[config.mk]
export PLATFORM = sky130hd
export DESIGN_NAME = fish_motion_ctrl
export DESIGN_NICKNAME = d
export VERILOG_FILES = /design/src/rtl/fish_motion_ctrl.sv
export SDC_FILE = /design/constraint.sdc
export NUM_CORES = 1
export LEC_CHECK = 0
export ABC_AREA = 1
export ABC_CLOCK_PERIOD_IN_PS = 5800
export CORE_MARGIN = 2
export CORE_UTILIZATION = 50
export DETAILED_ROUTE_END_ITERATION = 6
export HOLD_SLACK_MARGIN = 0.05
export MAX_ROUTING_LAYER = met4
export PLACE_DENSITY_LB_ADDON = 0.3
export SLEW_MARGIN = 20
export SYNTH_ARGS = -nofsm -noshare
export SYNTH_HDL_FRONTEND = slang
export SYNTH_SLANG_ARGS = --single-unit
[constraint.sdc]
create_clock -name clk -period 5.8 [get_ports clk]
set_clock_uncertainty 0.1 [all_clocks]
set_input_delay 1.16 -clock clk [delete_from_list [all_inputs] [get_ports clk]]
set_output_delay 1.16 -clock clk [all_outputs]
set_load 0.005 [all_outputs]
[src/rtl/fish_motion_ctrl.sv]
// Per-fish motion engine: spawns a fish on a rising appear edge, moves it
// `speed` pixels per motion tick until it leaves the screen, and tracks the hook while hooked.
module fish_motion_ctrl #(
  parameter int TICK_DIV = 2000000,
  parameter int H_RES    = 640,
  parameter int V_RES    = 480,
  parameter int POS_W    = 10
) (
  input  logic             clk,
  input  logic             rst,
  input  logic             appear,
  input  logic [1:0]       way,
  input  logic [2:0]       speed,
  input  logic [POS_W-1:0] start_h,
  input  logic [POS_W-1:0] start_v,
  input  logic             hooked,
  input  logic [POS_W-1:0] hook_v,
  output logic [POS_W-1:0] fish_h,
  output logic [POS_W-1:0] fish_v,
  output logic             active,
  output logic             step,
  output logic             exited
);

  localparam int CNT_W = $clog2(TICK_DIV);
  localparam logic [CNT_W-1:0] CNT_MAX = CNT_W'(TICK_DIV - 1);
  localparam logic [POS_W:0]   H_LIM   = (POS_W+1)'(H_RES);

  localparam logic [1:0] IDLE   = 2'd0;
  localparam logic [1:0] SWIM   = 2'd1;
  localparam logic [1:0] HOOKED = 2'd2;

  if (TICK_DIV < 2 || H_RES > (1 << POS_W) || V_RES > (1 << POS_W)) begin : g_bad_param
    $error("fish_motion_ctrl: illegal parameter combination");
  end

  logic [1:0]       state, state_n;
  logic             appear_d;
  logic [CNT_W-1:0] cnt, cnt_n;
  logic [1:0]       way_q;
  logic [2:0]       speed_q;
  logic [POS_W-1:0] h_n, v_n;
  logic             exit_n;
  logic             launch;
  logic             tick_due;
  logic [POS_W:0]   h_ext, v_ext, spd_ext;

  assign launch   = appear & ~appear_d;
  assign tick_due = (cnt == CNT_MAX);
  assign h_ext    = {1'b0, fish_h};
  assign v_ext    = {1'b0, fish_v};
  assign spd_ext  = (POS_W+1)'(speed_q);

  always_comb begin
    state_n = state;
    cnt_n   = cnt;
    h_n     = fish_h;
    v_n     = fish_v;
    exit_n  = 1'b0;
    case (state)
      IDLE: begin
        cnt_n = '0;
        if (launch) begin
          h_n     = start_h;
          v_n     = start_v;
          state_n = SWIM;
        end
      end
      SWIM, HOOKED: begin
        // Removal beats hooking, and hooking swallows any step due this cycle.
        if (!appear) begin
          state_n = IDLE;
          cnt_n   = '0;
        end else if (hooked) begin
          state_n = HOOKED;
          v_n     = hook_v;
        end else if (state == HOOKED) begin
          state_n = SWIM;
          cnt_n   = '0;
        end else begin
          cnt_n = tick_due ? '0 : cnt + 1'b1;
          if (tick_due && speed_q != 3'd0) begin
            case (way_q)
              2'd0: begin
                if (h_ext < spd_ext) exit_n = 1'b1;
                else                 h_n = fish_h - POS_W'(speed_q);
              end
              2'd1: begin
                if ((h_ext + spd_ext) >= H_LIM) exit_n = 1'b1;
                else                            h_n = fish_h + POS_W'(speed_q);
              end
              2'd2: begin
                if (v_ext < spd_ext) exit_n = 1'b1;
                else                 v_n = fish_v - POS_W'(speed_q);
              end
              default: ;
            endcase
          end
          if (exit_n) begin
            state_n = IDLE;
            cnt_n   = '0;
          end
        end
      end
      default: state_n = IDLE;
    endcase
  end

  always_ff @(posedge clk or posedge rst) begin
    if (rst) begin
      state    <= IDLE;
      appear_d <= 1'b0;
      cnt      <= '0;
      way_q    <= 2'd0;
      speed_q  <= 3'd0;
      fish_h   <= '0;
      fish_v   <= '0;
      active   <= 1'b0;
      step     <= 1'b0;
      exited   <= 1'b0;
    end else begin
      appear_d <= appear;
      state    <= state_n;
      cnt      <= cnt_n;
      fish_h   <= h_n;
      fish_v   <= v_n;
      if (state == IDLE && launch) begin
        way_q   <= way;
        speed_q <= speed;
      end
      // step is raised for the whole cycle in which the tick is due.
      active <= (state_n != IDLE);
      step   <= (state_n == SWIM) && (cnt_n == CNT_MAX);
      exited <= exit_n;
    end
  end

endmodule

# [Word-level counts from Yosys, hierarchy flattened]
# Cells that the tools add are included.
[totals] output_inout_bits=23 elab_cells=92 ff_bits=52
[op_classes] n_eq_ne=19 mux=42 order_cmp=3 n_reduce_logical=11 bitwise_logic=2 addsub=5
[op_table] op="$mux 10" n=14
[op_table] op="$mux 21" n=5
[op_table] op="$pmux 10 s2" n=3
[op_table] op="$eq 21x21->1 const B" n=2
[op_table] op="$pmux 21 s2" n=1
[op_table] op="$add 21x1->21 const B" n=1
[op_table] op="$lt 10x3->1" n=2
[op_table] op="$sub 10x3->10" n=2
[op_table] op="$ne 3x3->1 const B" n=5
[op_table] op="$mux 1" n=12
[op_table] op="$add 10x3->11" n=1
[op_table] op="$ge 11x10->1 const B" n=1
[op_table] op="$add 10x3->10" n=1
[op_table] op="$mux 2" n=5
[op_table] op="$ne 2x2->1 const B" n=5
[op_table] op="$reduce_and 9->1" n=1
[op_table] op="$reduce_and 7->1" n=1
[op_table] op="$eq 2x1->1 const B" n=3
[op_table] op="$eq 2x2->1 const B" n=2
[op_table] op="$logic_not 2->1" n=2
[op_table] op="$pmux 2 s2" n=1
[op_table] op="$reduce_bool 2->1" n=2
[op_table] op="$logic_and 1x1->1" n=3
[op_table] op="$ne 3x1->1 const B" n=1
[op_table] op="other kinds (6)" n=6

# [Logic depth before layout (Yosys ltp)]
# Gate-level depths: netlist of run 1.
[logic_depth] ltp_word=16 depth_mapped=19 ltp_nobuf=19

# [Worst setup path after synthesis of run 1]
# No wires, ideal clock.
[synth_path] kind="input to register" from="input port hooked" to="register step" path_stages=12 path_slack_ns=3.188 t_arrival_ns=2.440 required_time_ns=5.628 path_buffers=3 cell_sequence="buf_2 -> inv_1 -> buf_2 -> nand2_2 -> buf_6 -> a21boi_2 -> nand2_1 -> nor2_1 -> nand3_1 -> nor2_1 -> nand3_1 -> nor2_1"
[synth_via] elab_chain_cells=5 elab_cells_between_ends=9 classes_between="eq/ne (2); mux (6); reduce/logical (1)"
[synth_lines] item="start: declaration" line="16" source="input logic hooked,"
[synth_lines] item="$mux 21 / $mux 2 (equally long branches)" line="74" source="end else if (hooked) begin"
[synth_lines] item="$mux 21 / $mux 2 (equally long branches)" line="71" source="if (!appear) begin"
[synth_lines] item="$pmux 21 s2 / $pmux 2 s2 (equally long branches)" line="60" source="case (state)"
[synth_lines] item="$eq 21x21->1 / $eq 2x1->1 (equally long branches)" line="133" source="step <= (state_n == SWIM) && (cnt_n == CNT_MAX);"
[synth_lines] item="$logic_and 1x1->1 *" line="133"
[synth_lines] item="end signal: assignment" line="133"
[synth_lines] item="end: declaration" line="21" source="output logic step,"
# Every way passes the cells marked *; elsewhere a longest branch is shown, timed or not.
# A chain may end at the register's enable or synchronous reset.

# [Final worst setup path of run 1]
[layout_path] from="register state[0]" to="register step"
[layout_via] elab_chain_cells=7 elab_cells_between_ends=17 classes_between="eq/ne (4); mux (10); reduce/logical (3)"
[layout_lines] item="start: declaration" line="37" source="logic [1:0] state, state_n;"
[layout_lines] item="start signal: assignment" line="123" source="state <= state_n;"
[layout_lines] item="$eq 2x2->1" line="60, 77"
[layout_lines] item="$mux 21" line="77" source="end else if (state == HOOKED) begin"
[layout_lines] item="$mux 21" line="74"
[layout_lines] item="$mux 21" line="71"
[layout_lines] item="$pmux 21 s2 *" line="60"
[layout_lines] item="net cnt_n[1]" line="39" source="logic [CNT_W-1:0] cnt, cnt_n;"
[layout_lines] item="$eq 21x21->1 *" line="133"
[layout_lines] item="$logic_and 1x1->1 *" line="133"
# Mark *: on every way through the listed nets, which the timed path passes. The rest lies on a longest branch.

==> results of run 1 <==
[critical path, delay by kind of cell (launching register included)]
kind | cells | cell delay [ps]
flip-flops | 1 | 380
adder cells (fa/ha/maj) | 1 | 960
AO/OA/AOI/OAI | 1 | 210
buffers and inverters | 1 | 90
AND/OR/NAND/NOR | 9 | 2010
[routing by layer]
metal | up-vias | wire [um]
met5 | - | 0
met4 | 0 | 127
met3 | 13 | 518
met2 | 121 | 5106
met1 | 1878 | 4914
li1 | 1977 | -
[metrics by stage]
step | utilization [%] | hold WS, ps
floorplan | - | 410.7
global route | 61.58 | 471.5
global placement | 60.09 | 420.5
CTS | 61.53 | 451.7
detailed placement | 60.09 | 424.8
finish | 61.58 | 453.2
[placed cells by master (no fill, tap or decap), types with 9 or more instances in the layout]
cell type	instances
nor3_1	9
o21ai_1	9
ha_1	13
nand3_1	50
nand2_1	144
nand4_1	11
xor2_1	12
clkdlybuf4s50_1	61
o21ai_0	21
nor2_1	66
a21oi_1	14
a31oi_1	9
dfrtp_1	52
inv_1	69
[power by group]
part           internal [mW]  leakage [nW]  switching (mW)
sequential             0.469         0.662           0.133
clock                  0.128        0.0541           0.130
combinational          0.513          1.44           0.763
[cells by family (layout without fill, tap and decap cells)]
| group | count (synthesis) | count (layout) | share of synthesized area (%) |
|---|---|---|---|
| buf+inv | 94 | 147 | 9.843 |
| compound gates | 86 | 86 | 13.98 |
| mux | 4 | 4 | 1.066 |
| fa+ha+maj | 16 | 16 | 5.580 |
| simple gates | 306 | 306 | 33.86 |
| flops | 52 | 52 | 32.60 |
| xor+xnor | 14 | 14 | 3.072 |
[layout make-up]
type,count,area (um^2)
Clock buffer,5,68.82
Clock inverter,3,42.54
Fill cell,687,2969
Inverter,75,284.0
Multi-Input combinational cell,426,2301
Sequential cell,52,1301
Tap cell,102,127.6
Timing Repair Buffer,64,633.1
[how the worst max path moves through the flow]
stage | to | depth (start not counted)
6_report | step$_DFF_PP0_ | 12
5_1_grt | step$_DFF_PP0_ | 14
4_1_cts | step$_DFF_PP0_ | 14
3_5_place_dp | fish_v[8]$_DFFE_PP0P_ | 9
3_3_place_gp | step$_DFF_PP0_ | 14
2_1_floorplan | step$_DFF_PP0_ | 12
[state kept, by name (all words and copies together) (netlist names)]
name and count:
cnt 21, fish_h 10, fish_v 10, speed_q 3, state 2, way_q 2, active 1, appear_d 1
exited 1, step 1
==> summary.md, run 1 <==
The flow ran to the end, and the final reports show no timing, DRC or antenna violations. The first global-routing pass estimated 17580 um of wire. Across the VDD grid, the largest voltage drop is 0.0002828 V. Count of final hold-check violations: 0. The initial antenna violation count was 0; the post-route clock period utilization was 66.12%. The detail route stage leaves a number of antenna-violating nets equal to 0. The logs give 5 for the number of clock buffers inserted by TritonCTS and 0 for the post-cts sizing count. Clock-pin slew was measured on the worst setup and hold paths at 100 ps. For the combined area of all synthesized cells, the log shows 0.003991 mm^2. Adding up every negative setup slack in the final design gives 0 ps.

The total detailed-routing wirelength was 10670 um; the die extent in y was 93.35 um. The run gives 3990 ps as the signal arrival time at the worst endpoint. The number of buffers inserted to repair setup after CTS is 0. For met2 alone, demand over resource in global routing was 42.21%.

Share of cells above drive strength 1: 7.520%. Setup repair after global routing left no endpoint under its margin. TritonCTS built the clock tree. In the global route stage, overall resource usage came out at 25.78%. Number of synthesized flops with an enable pin: 0. Most frequent cell on the critical path: nor2_1. For the pin with the worst max-slew slack, the measured transition is 1042 ps. Across all setup checks in the final design, the least slack found is 1965 ps. In the routed layout, each cell is associated on average with a via count of 5.487. Proportion of register bits with asynchronous set or reset after synthesis: 100.0%.

Leaving out filler cells and counting taps, the final layout contains 727. Across the run, the number of max-cap violations was 0. Worst hold endpoint: fish_v[6]$_DFFE_PP0P_.

The tools report the launch point of the worst path as state[0]$_DFF_PP0_. Class of the tightest hold or removal check: flop to flop. The total overflow left after global routing is 0. The signal on the critical path passes through inv_1, ha_1, nand2_1, nor2_1, nand2_1, o21ai_1, nand2_1, nor2_1, nand3_1, nor2_1, nand3_1, nor2_1. Synthesis inferred 52 register bits.

In this run the static leakage power is 2.159 nW. The final setup violation count came out at 0. The Yosys step of the flow raised 0 warnings. With fillers left out, the area of the finished cells amounts to 0.004758 mm^2. On the critical path, the stage with the largest delay is an instance of ha_1. Counting instances in the post-synthesis netlist gives the leading cell types as nand2_1 (144), inv_1 (70), nor2_1 (66). The share of synthesized area in the top cell type comes to 32.60%.

The cell type contributing the most total cell area after synthesis is dfrtp_1. The logs give 242 for the DRC violation total after the first TritonRoute iteration and 3784 for the via count of the first global-routing pass. The tools report the number of top-level pins as 62. Of the synthesized area, sequential elements account for 32.60%. Path type of the worst setup path: flop to flop.

In this run the register-to-register setup slack is 1970 ps. In this run, placement finished with an instance count of 719. Die outline area: 0.008713 mm^2. The kind of capture point of the worst setup path is a flop. Largest net degree at the start of global routing: 53. Summed over all nets, the half-perimeter wirelength after detailed placement is 7801 um.

The worst register-to-register path begins at state[0]$_DFF_PP0_. The tools report the DRC violations left as 0. The later pin in the worst-skew pair is clocked with a latency of 310 ps. The flip-flop cell with the highest count after synthesis is dfrtp_1. The horizontal extent of the die was 93.35 um; the biggest fanout along the worst timing path was 28. Averaged over all synthesized cells, the footprint is 6.978 um^2.

The relative area change from synthesis to final layout is 19.22%, and the diode insertion count for antenna repair is 0. CTS built an H-tree with a depth of 2. Derived from the worst setup path, the maximum achievable clock frequency is 260.8 MHz. The length of the first detailed-routing pass in iterations was 5. Peak per-stage delay on the critical path: 960 ps.

The design draws 2.137 mW. The floorplan has 32 rows. The tools report the clock root buffer master as clkbuf_8.

In this run the most used layer during global routing was met2. Ranked by total cell area, the synthesized netlist is headed by dfrtp_1 (33%), nand2_1 (14%), inv_1 (6.6%). For the worst relative slew slack, the log shows 30.29%. In this run the standard cell core region covers 0.007727 mm^2. The placer's final routability congestion estimate is 0.9101, and the quantity of I/O buffers inserted on ports is 61. The number of instances in the synthesized netlist was 572. Via total after detailed routing: 3989. The mean routed wirelength per cell is 14.67 um. The logs give 679 for the number of nets at the end of the flow and 5950 ps for the endpoint required time on the critical path. The tools report the worst hold path startpoint as fish_v[6]$_DFFE_PP0P_. The number of cells traversed by the worst hold path works out to 1.

The tools report the cell area after placement as 0.004643 mm^2. Global routing consumed, on the met3 layer, 2.981% of the routing resources. Counting cells, the worst reg-to-reg path comes to 12. STA classifies the critical path startpoint as a flop. The number of hold-repair buffers added at the cts stage was 0; the clock period minus worst slack was 3835 ps. For met1 alone, demand over resource in global routing was 34.37%.

Power spread over the standard cell area amounts to 449.1 mW/mm^2. Among all cell types in the netlist, the one instantiated most often is nand2_1. The end of the worst register-to-register path was step$_DFF_PP0_. For this configuration, the core starts out at a cell density of 51.65%. The synthesized netlist net count came out at 627. In this run, distinct cell masters in the synthesized netlist total 51.

The worst slack at placement was 1867 ps; the worst-case clock buffer depth was 2. The CTS sink count is 52. The tools report the max-slew violation count as 0.
(Power assumes the default switching activity.)
==> inputs of run 2 (changes only) <==
ABC_CLOCK_PERIOD_IN_PS = 3550   (was 5800)
clock period = 3.55 ns   (was 5.8 ns; I/O delays follow)
==> run 2 against run 1 <==
Against the previous run:
- wire length up 0.30%
- critical endpoint is now fish_v[6]$_DFFE_PP0P_
- highest routed layer unchanged
- largest cell class unchanged
- power up 63%
- critical path type unchanged
- worst setup slack worse by 1200 ps
- non-clock buffer count up 5
==> summary.md, run 2 (synthesis results as in run 1) <==
DRC violations left: 0 (unchanged). Leaving out fill and tap cells, the most frequent cell in the layout is nand2_1. The relative area change from synthesis to final layout was 19.97%.

The number of cells on the worst reg-to-reg path works out to 12 (unchanged). The tools report the kind of capture point of the worst setup path as a flop. Setup repair after global routing left no endpoint under its margin.

The transition time at the pin with the least slew margin was 747.6 ps (-294.1 ps). The clock transition time at the flip-flop clock pins of the worst setup and hold paths is 90 ps (about the same), and the met2 track demand over resource in global routing is 42.21% (unchanged). The clock period minus worst slack is 2831 ps (-1004 ps), and the power density relative to cell area is 728.9 mW/mm^2 (+62%). The count of final hold-check violations is 0 (unchanged). The start of the worst register-to-register path is state[1]$_DFF_PP0_. The aggregate negative setup slack was 0 ps (unchanged); the internal portion of total power was 1.837 mW (+65%). Area inside the core boundary: 0.007727 mm^2 (unchanged).

The library cells used most frequently in the layout, excluding fill and tap cells, are nand2_1 (144), inv_1 (69), nor2_1 (66). The run gives 522.1 ps (-1344 ps) as the worst slack at placement. Final setup violation count: 0 (unchanged). The tools report the area used by multi-input combinational logic as 0.002297 mm^2 (-0.16%). The power consumption came out at 3.490 mW (+63%).

For the cell row count, the log shows 32 (unchanged). The worst setup path is launched from a flop. Diode insertion count for antenna repair: 0 (unchanged).

The starting density of the core was 51.65% (unchanged); the number of clock buffers inserted by TritonCTS was 5 (unchanged). The wire length of the first global-routing pass was 17860 um (+1.6%); the relative contribution of the clock network to total power was 12.0% (about the same). The run gives 0 (unchanged) as the initial antenna violation count. Path type of the worst setup path: flop to flop. The run gives 2.337% (-0.64 points) as the fraction of met3 tracks used by global routing.

Final global-route overflow total: 0 (unchanged). The clock latency on the worst-skew pair came out at 320 ps (about the same). The mean routed wirelength per cell was 14.61 um (-0.39%). The class of the tightest hold or removal check is flop to flop. The number of nets at the end of the flow came out at 684 (+0.74%). The final critical-path setup slack is 719.0 ps (-1246 ps), and the max-slew violation count is 0 (unchanged). The die extent in y came out at 93.35 um (unchanged).

The depth of the CTS H-tree came out at 2 (unchanged). The logs give 35 (-34%) for the largest net degree at the start of global routing and 0.9701 (+6.6%) for the placer's final routability congestion estimate. The tools report the CTS sink count as 52 (unchanged). In the final layout, the registers with the most flip-flops are cnt x21, fish_h x10, fish_v x10.

The met1 routing resource usage after global routing was 35.33% (+0.97 points). TritonCTS built the clock tree. After global routing, the most crowded layer is met2.

The post-route clock period utilization is 79.75% (+14 points), and the switching power total is 1.653 mW (+61%). The run gives 2.184 nW (+1.2%) as the leakage power total. Number of cells in the finished layout apart from fillers: 732 (+0.69%). The share of cells above drive strength 1 was 7.937% (+0.42 points); the number of nets still failing antenna checks after routing was 0 (unchanged). The run gives 28.2% (about the same) as the sequential power share. The run gives 0.008713 mm^2 (unchanged) as the die outline area. The endpoint required time on the critical path was 3660 ps (-2290 ps). The cell count after placement was 724 (+0.70%); the worst hold slack after final layout was 434.4 ps (-18.76 ps). The number of cells traversed by the worst hold path was 1 (unchanged); the number of top-level pins was 62 (unchanged). The biggest fanout along the worst timing path was 27 (-3.6%). In this run the most critical hold path is launched from fish_v[6]$_DFFE_PP0P_. Reported max-cap violation count: 0 (unchanged). The via count of the first global-routing pass was 3766 (-0.48%). The flow ran to the end, and the final reports show no timing, DRC or antenna violations. The horizontal extent of the die is 93.35 um (unchanged), and the number of flip-flops under the largest register name is 21 (unchanged). For the number of buffers inserted to repair setup after CTS, the log shows 0 (unchanged). The via total after detailed routing was 3982 (-0.18%); the quantity of I/O buffers inserted on ports was 61 (unchanged). The length of the first detailed-routing pass in iterations was 5 (unchanged); the vias per cell was 5.440 (-0.86%). The switching fraction of total power was 47.37% (-0.66 points).

The post-cts sizing count was 0 (unchanged). The area of all sequential standard cells came out at 0.001301 mm^2 (unchanged). The logs give 26.21% (+0.43 points) for the global routing usage summed across all routing layers and 353.2 MHz (+35%) for the maximum clock frequency. The critical path starts at state[1]$_DFF_PP0_. Worst-case clock buffer depth: 2 (unchanged). The register with the most flip-flops was cnt. The tools report the number of hold-repair buffers added at the cts stage as 0 (unchanged). The tools report the number of fill cells as 661 (-3.8%). The signal arrival time at the worst endpoint was 2940 ps (-1050 ps); the post-detailed-placement half-perimeter wirelength was 8006 um (+2.6%).

The combinational share of power was 59.9% (+0.2 points); the DRC violation total after the first TritonRoute iteration was 275 (+14%). The total detailed-routing wirelength is 10700 um (+0.30%), and the worst relative slew slack is 50.09% (+20 points). For the worst vdd rail ir drop, the log shows 0.0004086 V (+44%).

Clock tree synthesis selected as its root buffer the cell clkbuf_8.
run 2: cell type report:
| type | count | share of cell area (%) |
|---|---|---|
| multi-input combinational | 426 | 47.97 |
| sequential | 52 | 27.18 |
| timing repair buffer | 69 | 14.01 |
| inverter | 75 | 5.932 |
| tap | 102 | 2.665 |
| clock buffer | 6 | 1.516 |
| clock inverter | 2 | 0.7316 |
run 2: final timing paths:
path / to / slack, ps
max in group asynchronous: cnt[0]$_DFF_PP0_ / 1950
max reg2reg: fish_v[6]$_DFFE_PP0P_ / 720
min: fish_v[6]$_DFFE_PP0P_ / 430
min reg2reg: fish_v[6]$_DFFE_PP0P_ / 430
min in group asynchronous: fish_h[1]$_DFFE_PP0P_ / 730
max: fish_v[6]$_DFFE_PP0P_ / 720
run 2: per-layer routing:
metal / wire (um) / vias up
li1: - / 1983
met1: 4860 / 1839
met2: 5060 / 135
met3: 560 / 25
met4: 217 / 0
met5: 0 / -
run 2: worst max-delay path, cell delays in order (launching register included):
cell and delay [ps]:
dfrtp_1 410, inv_1 120, ha_1 260, buf_4 240
inv_1 110, buf_4 260, nor2_1 70, nor3_1 280
nand3_1 180, o21ai_1 160, buf_4 240, o21ai_1 100
a22o_1 190
run 2: metrics by stage:
| step | area, um^2 | utilization [%] |
|---|---|---|
| after floorplan | 3991 | - |
| after global placement | 4681 | 60.57 |
| after detailed placement | 4681 | 60.57 |
| after CTS | 4788 | 61.97 |
| after global routing | 4788 | 61.97 |
| final | 4788 | 61.97 |
run 2: power by group through the flow:
| stage | logic, mW | clock network [mW] | registers (mW) |
|---|---|---|---|
| after floorplan | 1.46 | 0 | 0.952 |
| after global placement | 2.02 | 0 | 0.986 |
| after detailed placement | 2.07 | 0 | 0.991 |
| after CTS | 2.08 | 0.426 | 0.981 |
| after global routing | 2.37 | 0.448 | 1.01 |
| final | 2.09 | 0.418 | 0.983 |
==> inputs of run 3 (changes only) <==
ABC_CLOCK_PERIOD_IN_PS = 2900   (was 3550)
clock period = 2.9 ns   (was 3.55 ns; I/O delays follow)
==> run 3 against run 2 <==
Against the previous run:
- worst setup slack worse by 460 ps
- critical endpoint is now fish_h[9]$_DFFE_PP0P_
- final area is 1.9% higher
- clock power is 34% higher
- non-clock buffer count is 7 higher
- critical path depth grew 3
- fmax up 7.0%
==> summary.md, run 3 (synthesis results as in run 1) <==
The flow ran to the end, and the final reports show no timing, DRC or antenna violations. Path type of the worst setup path: flop to flop. The post-detailed-placement half-perimeter wirelength came out at 8125 um (+1.5%).

The vias per cell was 5.541 (+1.9%). The worst hold path startpoint is fish_v[6]$_DFFE_PP0P_. DRC violation total after the first TritonRoute iteration: 230 (-16%).

The starting density of the core is 51.65% (unchanged), and the number of hold-repair buffers added at the cts stage is 0 (unchanged). The number of cells on the worst reg-to-reg path works out to 15 (+3). The max-slew violation count was 0 (unchanged); the wire length of the first global-routing pass was 18000 um (+0.77%).

The number of nets still failing antenna checks after routing came out at 0 (unchanged). The worst setup path is launched from a flop. For the number of top-level pins, the log shows 62 (unchanged).

The initial antenna violation count is 0 (unchanged), and the biggest fanout along the worst timing path is 16 (-41%). The largest net degree at the start of global routing was 36 (+2.9%). Setup repair after global routing left no endpoint under its margin. The post-route clock period utilization came out at 91.24% (+11 points). The worst hold endpoint is fish_v[6]$_DFFE_PP0P_. The tools report the area inside the core boundary as 0.007727 mm^2 (unchanged). The number of buffers inserted to repair setup after CTS is 0 (unchanged). The power density relative to cell area is 904.9 mW/mm^2 (+24%), and the length of the first detailed-routing pass in iterations is 5 (unchanged). The run gives 0 (unchanged) as the count of final hold-check violations.

The clock transition time at the flip-flop clock pins of the worst setup and hold paths is 100 ps (about the same), and the cell count after placement is 731 (+0.97%). Number of clock buffers inserted by TritonCTS: 5 (unchanged). Worst-case clock buffer depth: 2 (unchanged). The total detailed-routing wirelength is 10700 um (about the same). Leaving out fill and tap cells, the most frequent cell in the layout is nand2_1.

The mean routed wirelength per cell was 14.48 um (-0.90%); the worst relative slew slack was 70.20% (+20 points). For the worst-case register-to-register setup slack, the log shows 250 ps (-460 ps). TritonCTS built the clock tree. The number of nets at the end of the flow came out at 691 (+1.0%).

For the worst slack at placement, the log shows 115.7 ps (-406.4 ps). The logs give 32 (unchanged) for the cell row count and 2 (unchanged) for the depth of the CTS H-tree. The CTS sink count came out at 52 (unchanged).

Compared with the post-synthesis result, the final layout area differs by 22.23%. Ranked by flip-flop count, first place goes to cnt. The horizontal extent of the die is 93.35 um (unchanged). The aggregate negative setup slack is 0 ps (unchanged). The logs give 254.0 ps (-465.0 ps) for the final critical-path setup slack and 0.008713 mm^2 (unchanged) for the die outline area. Leaving out fill and tap cells, the most frequent cells in the layout are nand2_1 (144), inv_1 (69), nor2_1 (65). The tools report the via total after detailed routing as 4095 (+2.8%).

The endpoint required time on the critical path is 3040 ps (-620 ps). The number of flip-flops under the largest register name was 21 (unchanged); the quantity of I/O buffers inserted on ports was 61 (unchanged). The final global-route overflow total came out at 0 (unchanged). The reported max-cap violation count came out at 0 (unchanged).

Clock latency on the worst-skew pair: 320 ps (about the same). The post-cts sizing count is 0 (unchanged). The area of all sequential standard cells was 0.001301 mm^2 (unchanged); the DRC violations left was 0 (unchanged). Share of cells above drive strength 1: 9.419% (+1.5 points).

The tools report the global routing usage summed across all routing layers as 26.42% (+0.21 points). The area used by multi-input combinational logic came out at 0.002303 mm^2 (+0.27%). In this run the worst hold path is classified as flop to flop.

The end of the worst register-to-register path is fish_h[9]$_DFFE_PP0P_. The largest registers in the layout are cnt x21, fish_h x10, fish_v x10. The die extent in y was 93.35 um (unchanged). For the via count of the first global-routing pass, the log shows 3798 (+0.85%). The logs give 0 (unchanged) for the diode insertion count for antenna repair and 0 (unchanged) for the final setup violation count.

The maximum clock frequency is 377.9 MHz (+7.0%), and the leakage power total is 2.230 nW (+2.1%). The number of cells traversed by the worst hold path is 1 (unchanged). STA classifies the critical path endpoint as a flop. The clock period minus worst slack was 2646 ps (-185.0 ps). For the placer's final routability congestion estimate, the log shows 0.9718 (+0.18%).

The tools report the start of the worst register-to-register path as speed_q[0]$_DFFE_PP0P_. Worst vdd rail ir drop: 0.0006394 V (+56%). Transition time at the pin with the least slew margin: 444.3 ps (-303.4 ps). The number of cells in the finished layout apart from fillers was 739 (+0.96%); the signal arrival time at the worst endpoint was 2790 ps (-150 ps). The root buffer cell chosen for the clock tree is clkbuf_8.

The number of fill cells is 697 (+5.4%).
==> run 3: cell count changes in the layout (fill, tap and decap cells not counted), sizes merged <==
cell	change
buf	+7
clkbuf	+1
clkinv	-1
==> run 3: through the flow <==
| step | power (mW) | hold WS, ps | util (%) | instance area, um^2 |
|---|---|---|---|---|
| floorplan | 2.947 | 410.7 | - | 3991 |
| global placement | 3.722 | 417.3 | 61.42 | 4746 |
| detailed placement | 3.803 | 423.8 | 61.42 | 4746 |
| CTS | 4.380 | 451.5 | 63.05 | 4872 |
| global route | 4.819 | 499.3 | 63.13 | 4878 |
| finish | 4.415 | 460.2 | 63.13 | 4878 |
==> run 3: area by class of cell <==
| type | count | area share (%) |
|---|---|---|
| inverters | 75 | 5.822 |
| clock buffers | 7 | 1.975 |
| repair buffers | 76 | 15.08 |
| clock inverters | 1 | 0.6155 |
| multi-input cells | 426 | 47.22 |
| well taps | 102 | 2.616 |
| flip-flops and latches | 52 | 26.67 |
==> run 3: worst max-delay path by stage <==
| stage | slack, ps | from | cells after the start | endpoint |
|---|---|---|---|---|
| after floorplan | 540 | fish_h[0]$_DFFE_PP0P_ | 17 | fish_h[3]$_DFFE_PP0P_ |
| after global placement | 230 | hooked | 13 | step$_DFF_PP0_ |
| after detailed placement | 120 | hooked | 13 | step$_DFF_PP0_ |
| after CTS | 180 | speed_q[0]$_DFFE_PP0P_ | 16 | step$_DFF_PP0_ |
| after global routing | 6 | speed_q[0]$_DFFE_PP0P_ | 16 | step$_DFF_PP0_ |
| final | 250 | speed_q[0]$_DFFE_PP0P_ | 15 | fish_h[9]$_DFFE_PP0P_ |
==> run 3: routing by layer <==
| metal | share of wire [%] | global-route usage [%] | vias to the layer above |
|---|---|---|---|
| li1 | - | - | 1996 |
| met1 | 45 | 36.47 | 1913 |
| met2 | 47 | 41.97 | 174 |
| met3 | 6.1 | 3.546 | 12 |
| met4 | 1.1 | 5.637 | 0 |
| met5 | 0 | - | - |
==> run 3: report_power, final <==
group	leakage (nW)	switching (mW)	internal (mW)
logic	1.50	1.54	1.10
clock network	0.0645	0.256	0.305
registers	0.662	0.268	0.939
total	2.23	2.07	2.35
==> run 3: critical path, cell delays in order (launching register included) <==
cell and delay (ps):
dfrtp_1 480, ha_1 250, fa_1 410, o21ai_1 240
nor2_1 90, nand2_1 90, nor2_1 50, nand2_1 40
o21ai_0 70, inv_1 90, nand3_1 70, nand2_1 70
nand2_2 110, inv_4 190, o211ai_1 120, o21ai_0 90
